==> src/rtl/seg_scan_ctrl.sv <==
// Six-digit multiplexed 7-segment scan controller. Inputs are frozen into a
// per-frame snapshot; leading-zero blanking and per-digit blink act on it.
module seg_scan_ctrl #(
  parameter int unsigned SCAN_DIV     = 50000,
  parameter int unsigned BLINK_FRAMES = 83
) (
  input  logic        clk,
  input  logic        rst,
  input  logic [23:0] i_digit,
  input  logic [5:0]  i_dp,
  input  logic        i_lzb,
  input  logic [5:0]  i_blink,
  output logic [5:0]  o_seg_enb,
  output logic [6:0]  o_seg,
  output logic        o_seg_dp,
  output logic        o_frame
);

  localparam int unsigned PW = $clog2(SCAN_DIV);
  localparam int unsigned FW = (BLINK_FRAMES > 1) ? $clog2(BLINK_FRAMES) : 1;
  localparam logic [PW-1:0] PRESC_LAST = PW'(SCAN_DIV - 1);
  localparam logic [PW-1:0] PRESC_PRE  = PW'(SCAN_DIV - 2);
  localparam logic [FW-1:0] FCNT_LAST  = FW'(BLINK_FRAMES - 1);

  logic [PW-1:0] r_presc;
  logic [2:0]    r_idx;
  logic [FW-1:0] r_fcnt;
  logic          r_phase;
  logic [23:0]   r_snap_digit;
  logic [5:0]    r_snap_dp;
  logic          r_snap_lzb;
  logic [5:0]    r_snap_blink;
  logic          r_frame;
  logic [5:0]    r_seg_enb;
  logic [6:0]    r_seg;
  logic          r_seg_dp;

  logic          w_tick;
  logic          w_load;
  logic [5:0]    w_lz;
  logic [3:0]    w_nib;
  logic          w_dp_req;
  logic          w_blink_req;
  logic          w_lead;
  logic [6:0]    w_seg;
  logic          w_seg_dp;

  function automatic logic [6:0] hex7(input logic [3:0] n);
    logic [6:0] s;
    case (n)
      4'h0: s = 7'h01;
      4'h1: s = 7'h4F;
      4'h2: s = 7'h12;
      4'h3: s = 7'h06;
      4'h4: s = 7'h4C;
      4'h5: s = 7'h24;
      4'h6: s = 7'h20;
      4'h7: s = 7'h0F;
      4'h8: s = 7'h00;
      4'h9: s = 7'h04;
      4'hA: s = 7'h08;
      4'hB: s = 7'h60;
      4'hC: s = 7'h31;
      4'hD: s = 7'h42;
      4'hE: s = 7'h30;
      default: s = 7'h38;
    endcase
    return s;
  endfunction

  assign w_tick = (r_presc == PRESC_LAST);
  assign w_load = w_tick && (r_idx == 3'd5);

  // w_lz[k]: snapshot digits 5..k are all zero
  for (genvar k = 0; k < 6; k++) begin : g_lz
    assign w_lz[k] = (r_snap_digit[23:4*k] == '0);
  end

  always_comb begin
    w_nib       = 4'h0;
    w_dp_req    = 1'b0;
    w_blink_req = 1'b0;
    w_lead      = 1'b0;
    for (int k = 0; k < 6; k++) begin
      if (r_idx == 3'(k)) begin
        w_nib       = r_snap_digit[4*k +: 4];
        w_dp_req    = r_snap_dp[k];
        w_blink_req = r_snap_blink[k];
        w_lead      = w_lz[k];
      end
    end
  end

  always_comb begin
    w_seg    = hex7(w_nib);
    w_seg_dp = ~w_dp_req;
    if (r_snap_lzb && (r_idx != 3'd0) && w_lead) begin
      w_seg = 7'h7F;
    end
    if (r_phase && w_blink_req) begin
      w_seg    = 7'h7F;
      w_seg_dp = 1'b1;
    end
  end

  always_ff @(posedge clk) begin
    if (rst) begin
      r_presc      <= '0;
      r_idx        <= 3'd0;
      r_fcnt       <= '0;
      r_phase      <= 1'b0;
      r_snap_digit <= '0;
      r_snap_dp    <= '0;
      r_snap_lzb   <= 1'b0;
      r_snap_blink <= '0;
      r_frame      <= 1'b0;
      r_seg_enb    <= 6'h3F;
      r_seg        <= 7'h7F;
      r_seg_dp     <= 1'b1;
    end else begin
      r_presc <= w_tick ? '0 : r_presc + PW'(1);
      if (w_tick) begin
        r_idx <= (r_idx == 3'd5) ? 3'd0 : r_idx + 3'd1;
      end
      if (w_load) begin
        r_snap_digit <= i_digit;
        r_snap_dp    <= i_dp;
        r_snap_lzb   <= i_lzb;
        r_snap_blink <= i_blink;
        if (r_fcnt == FCNT_LAST) begin
          r_fcnt  <= '0;
          r_phase <= ~r_phase;
        end else begin
          r_fcnt <= r_fcnt + FW'(1);
        end
      end
      // Registered one cycle early so the pulse lines up with the load tick
      r_frame   <= (r_presc == PRESC_PRE) && (r_idx == 3'd5);
      r_seg_enb <= ~(6'b000001 << r_idx);
      r_seg     <= w_seg;
      r_seg_dp  <= w_seg_dp;
    end
  end

  assign o_seg_enb = r_seg_enb;
  assign o_seg     = r_seg;
  assign o_seg_dp  = r_seg_dp;
  assign o_frame   = r_frame;

endmodule

==> config.mk <==
export PLATFORM = sky130hd
export DESIGN_NAME = seg_scan_ctrl
export DESIGN_NICKNAME = d
export VERILOG_FILES = /design/src/rtl/seg_scan_ctrl.sv
export SDC_FILE = /design/constraint.sdc
export NUM_CORES = 1
export LEC_CHECK = 0
export CAP_MARGIN = 20
export CORE_MARGIN = 4
export CORE_UTILIZATION = 40
export CTS_BUF_LIST = sky130_fd_sc_hd__clkbuf_4
export DETAILED_ROUTE_END_ITERATION = 8
export SYNTH_ARGS = -nofsm -noshare
export SYNTH_HDL_FRONTEND = slang
export SYNTH_SLANG_ARGS = --single-unit
export TNS_END_PERCENT = 20
==> constraint.sdc <==
create_clock -name clk -period 2.7 [get_ports clk]
set_input_delay 0.675 -clock clk [delete_from_list [all_inputs] [get_ports clk]]
set_output_delay 0.675 -clock clk [all_outputs]
set_load 0.1 [all_outputs]
==> impl_metrics.xml <==
<?xml version="1.0" encoding="UTF-8"?>
<metrics>
  <group name="yosys">
    <metric name="synth.distinct_cells" unit="">60</metric>
    <metric name="synth.ff_latch_count" unit="">79</metric>
    <metric name="synth_top_cells_by_area" unit="">sky130_fd_sc_hd__dfxtp_1 43%, sky130_fd_sc_hd__nand2_1 9.8%, sky130_fd_sc_hd__a21oi_1 6.9%</metric>
    <metric name="postSynthCellCount" unit="">432</metric>
    <metric name="ys_dominant_reg_cell" unit="">sky130_fd_sc_hd__dfxtp_1</metric>
    <metric name="yosys_warnings" unit="">0</metric>
    <metric name="synth_top_cell_by_area" unit="">sky130_fd_sc_hd__dfxtp_1</metric>
    <metric name="synthesized_netlist_net_count" unit="">482</metric>
    <metric name="post_synth_arst_share" unit="%">0</metric>
    <metric name="avgSynthCellArea" unit="um2">8.44</metric>
    <metric name="area_fraction_of_the_dominant_cell_type_after_synthesis" unit="%">43.4</metric>
    <metric name="synth_seq_area_share" unit="%">43.4</metric>
    <metric name="syn-cell-area" unit="mm2">0.00364</metric>
    <metric name="number_of_synthesized_flops_with_an_enable_pin" unit="">0</metric>
  </group>
  <group name="outcome">
    <metric name="outcome" unit="">finished clean</metric>
  </group>
  <group name="sta">
    <metric name="final-max-slew-violation-count" unit="">0</metric>
    <metric name="worstMarginPinSlew" unit="ns">0.582</metric>
    <metric name="period_share" unit="%">90.8</metric>
    <metric name="period_needed" unit="ns">2.45</metric>
    <metric name="hold_violations" unit="">0</metric>
    <metric name="timing.clock.skew" unit="ns">0.0254</metric>
    <metric name="setup_violations" unit="">0</metric>
    <metric name="unrepaired_setup_endpoints_after_global_routing" unit="">no</metric>
    <metric name="timing.max_slew.rel_slack" unit="%">61.2</metric>
    <metric name="fmax" unit="MHz">408</metric>
    <metric name="tns" unit="ns">0</metric>
  </group>
  <group name="min_path">
    <metric name="hp-start" unit="">r_snap_dp[2]$_SDFFE_PP0P_</metric>
    <metric name="hp-class" unit="">reg2reg</metric>
    <metric name="worstHoldPathCells" unit="">2</metric>
  </group>
  <group name="cts">
    <metric name="post-cts-setup-buffer-count" unit="">0</metric>
    <metric name="clockBufferDepth" unit="">2</metric>
    <metric name="clk_latency" unit="ns">0.44</metric>
    <metric name="cts_tree" unit="">built</metric>
    <metric name="h-tree-depth" unit="">3</metric>
    <metric name="clk_root_buffer_cell" unit="">sky130_fd_sc_hd__clkbuf_4</metric>
    <metric name="cts.reportedPaths.clkPinSlew" unit="ns">0.13</metric>
    <metric name="cts_buffers" unit="">9</metric>
    <metric name="ctsResizeCount" unit="">0</metric>
    <metric name="cts_hold_buf" unit="">0</metric>
    <metric name="clock_sinks" unit="">79</metric>
  </group>
  <group name="die">
    <metric name="die_area" unit="mm2">0.0107</metric>
    <metric name="floorplan.die.height" unit="um">103</metric>
    <metric name="core" unit="mm2">0.00881</metric>
    <metric name="starting_density" unit="%">41.4</metric>
    <metric name="fp-row-count" unit="">34</metric>
    <metric name="total_i_o_pin_count" unit="">54</metric>
    <metric name="die_w" unit="um">103</metric>
  </group>
  <group name="global_route">
    <metric name="antenna_found_initial" unit="">0</metric>
    <metric name="grt_remaining_overflow" unit="">0</metric>
    <metric name="grt_pass1_wl" unit="um">13700</metric>
    <metric name="vias_in_the_first_global_route" unit="">2898</metric>
    <metric name="gr-usage-all-layers" unit="%">16.3</metric>
    <metric name="pin_count_of_the_biggest_net_entering_global_routing" unit="">34</metric>
  </group>
  <group name="detailed_routing">
    <metric name="dr_total_vias" unit="">3095</metric>
    <metric name="vias_per_cell" unit="">5.12</metric>
    <metric name="drt_first_pass_iters" unit="">4</metric>
    <metric name="average_detailed_routed_wire_length_per_instance" unit="um">13.9</metric>
    <metric name="drt-total-wl" unit="um">8420</metric>
    <metric name="drt_drc_violations_left" unit="">0</metric>
    <metric name="drt_iter0_markers" unit="">101</metric>
    <metric name="antenna_left" unit="">0</metric>
  </group>
  <group name="power">
    <metric name="vdd_drop_max" unit="mV">0.277</metric>
    <metric name="power_leakage" unit="nW">1.58</metric>
    <metric name="power_density" unit="mW/mm2">482</metric>
  </group>
  <group name="cells_and_area">
    <metric name="nets" unit="">541</metric>
    <metric name="fillCellCount" unit="">855</metric>
    <metric name="final_instance_area" unit="mm2">0.00446</metric>
    <metric name="layout_common_cells" unit="">95 x sky130_fd_sc_hd__nand2_1, 79 x sky130_fd_sc_hd__dfxtp_1, 50 x sky130_fd_sc_hd__a21oi_1, 38 x sky130_fd_sc_hd__clkdlybuf4s50_1, 32 x sky130_fd_sc_hd__buf_4</metric>
    <metric name="final_layout_size_suffix_gt1_share" unit="%">13.3</metric>
    <metric name="layout_commonest_cell" unit="">sky130_fd_sc_hd__nand2_1</metric>
    <metric name="area_growth_syn_to_layout" unit="%">22.2</metric>
    <metric name="n_antenna_cell" unit="">0</metric>
  </group>
  <group name="setup_path">
    <metric name="timing.rr.start" unit="">r_idx[0]$_SDFFE_PP0N_</metric>
    <metric name="critical_path_required" unit="ns">3.01</metric>
    <metric name="timing.reg2reg.worst_path_depth" unit="">10</metric>
    <metric name="timing.critical_path.to_type" unit="">register</metric>
    <metric name="critPathArrivalTime" unit="ns">2.76</metric>
    <metric name="worst-setup-path-type" unit="">reg2reg</metric>
    <metric name="startpoint_type" unit="">register</metric>
    <metric name="crit_start" unit="">r_idx[0]$_SDFFE_PP0N_</metric>
    <metric name="critical_path_peak_fanout" unit="">17</metric>
  </group>
  <group name="placed_design">
    <metric name="placedInstanceArea" unit="mm2">0.00429</metric>
    <metric name="globalplace.congestion" unit="">0.856</metric>
    <metric name="portBuffers" unit="">53</metric>
    <metric name="dpl.hpwl" unit="um">6100</metric>
  </group>
  <group name="job">
    <metric name="max-cap-violations" unit="">0</metric>
  </group>
</metrics>
==> Yosys cell counts, drive strengths merged (2+ instances only) <==
library cell,n
nor4,5
buf,13
o41ai,2
a2111oi,2
and3,7
nor2,29
o21ai,10
nor3b,2
nor2b,4
inv,12
ha,11
nand3,14
nand2b,5
nor3,5
a21oi,52
xor2,10
xnor2,8
nand4,8
nand2,95
dfxtp,79
a22oi,2
or3,9
nor4b,4
mux2,3
o211ai,2
mux2i,7
clkbuf,9
o22ai,3
o311ai,2
and2b,2
==> critical path: stages (launching register included) <==
cell,delay [ns]
sky130_fd_sc_hd__dfxtp_1,0.35
sky130_fd_sc_hd__buf_4,0.23
sky130_fd_sc_hd__nor2b_1,0.21
sky130_fd_sc_hd__a22oi_1,0.11
sky130_fd_sc_hd__o32a_1,0.32
sky130_fd_sc_hd__a21oi_2,0.27
sky130_fd_sc_hd__inv_1,0.13
sky130_fd_sc_hd__ha_1,0.25
sky130_fd_sc_hd__mux2_1,0.30
sky130_fd_sc_hd__nor2_1,0.09
sky130_fd_sc_hd__o21ai_1,0.07
==> path summary, 6_finish.rpt <==
path                                                   to  slack [ns]
worst max register to register        o_seg[3]$_SDFF_PP1_        0.25
worst min-delay path            r_snap_dp[2]$_SDFFE_PP0P_        0.47
worst max-delay path                  o_seg[3]$_SDFF_PP1_        0.25
worst min register to register  r_snap_dp[2]$_SDFFE_PP0P_        0.47
==> through the flow <==
step           util (%)  instances  hold WS, ns  power, mW  worst slack, ns
2_1_floorplan         -        432        0.432       1.27          0.00569
5_1_grt            50.6        604        0.489       2.22           0.0245
4_1_cts            50.6        604        0.467       2.16            0.238
3_3_place_gp       48.7        588        0.451       1.35            0.308
3_5_place_dp       48.7        588        0.448       1.35            0.256
6_report           50.6        604        0.468       2.15            0.248
==> cells by family (layout without fill, tap and decap cells) <==
| logic type | after synthesis | count (layout) | share of synthesized area, % |
|---|---|---|---|
| buffers and inverters | 34 | 98 | 4.43 |
| adders and majority gates | 11 | 11 | 3.78 |
| muxes | 10 | 10 | 2.85 |
| xor gates and xnor gates | 18 | 18 | 4.33 |
| DFF | 79 | 79 | 43.4 |
| and+or+nand+nor | 196 | 196 | 26.6 |
| AOI/OAI and AO/OA | 84 | 84 | 14.7 |
==> report_power, final <==
part	switching (mW)	total, mW	internal [mW]
Combinational	0.0755	0.140	0.0647
Sequential	0.00713	1.18	1.17
Clock	0.425	0.823	0.399
Total	0.507	2.15	1.64
==> routing by layer <==
metal | part of all wire (%) | up-vias | global-route usage (%)
met3 | 6.2 | 13 | 2.82
met2 | 44 | 75 | 24.7
met4 | 1.7 | 0 | 6.57
met5 | 0 | - | 0
li1 | - | 1606 | -
met1 | 49 | 1401 | 23.1
==> flip-flops by register name, indices dropped and copies added (netlist names) <==
name	flops
r_phase	1
r_snap_lzb	1
r_presc	16
r_snap_dp	6
r_snap_blink	6
r_idx	3
o_frame	1
r_snap_digit	24
o_seg	7
r_fcnt	7
o_seg_enb	6
o_seg_dp	1
==> final cells by class <==
type | instances | area [um2] | area share (%)
well taps | 108 | 135 | 3.03
clock inverters | 5 | 82.6 | 1.85
repair buffers | 70 | 621 | 13.9
inverters | 12 | 45.0 | 1.01
clock buffers | 11 | 82.6 | 1.85
multi-input cells | 319 | 1910 | 42.8
flip-flops and latches | 79 | 1580 | 35.5
Note: power is estimated with default switching activity, not from simulation.
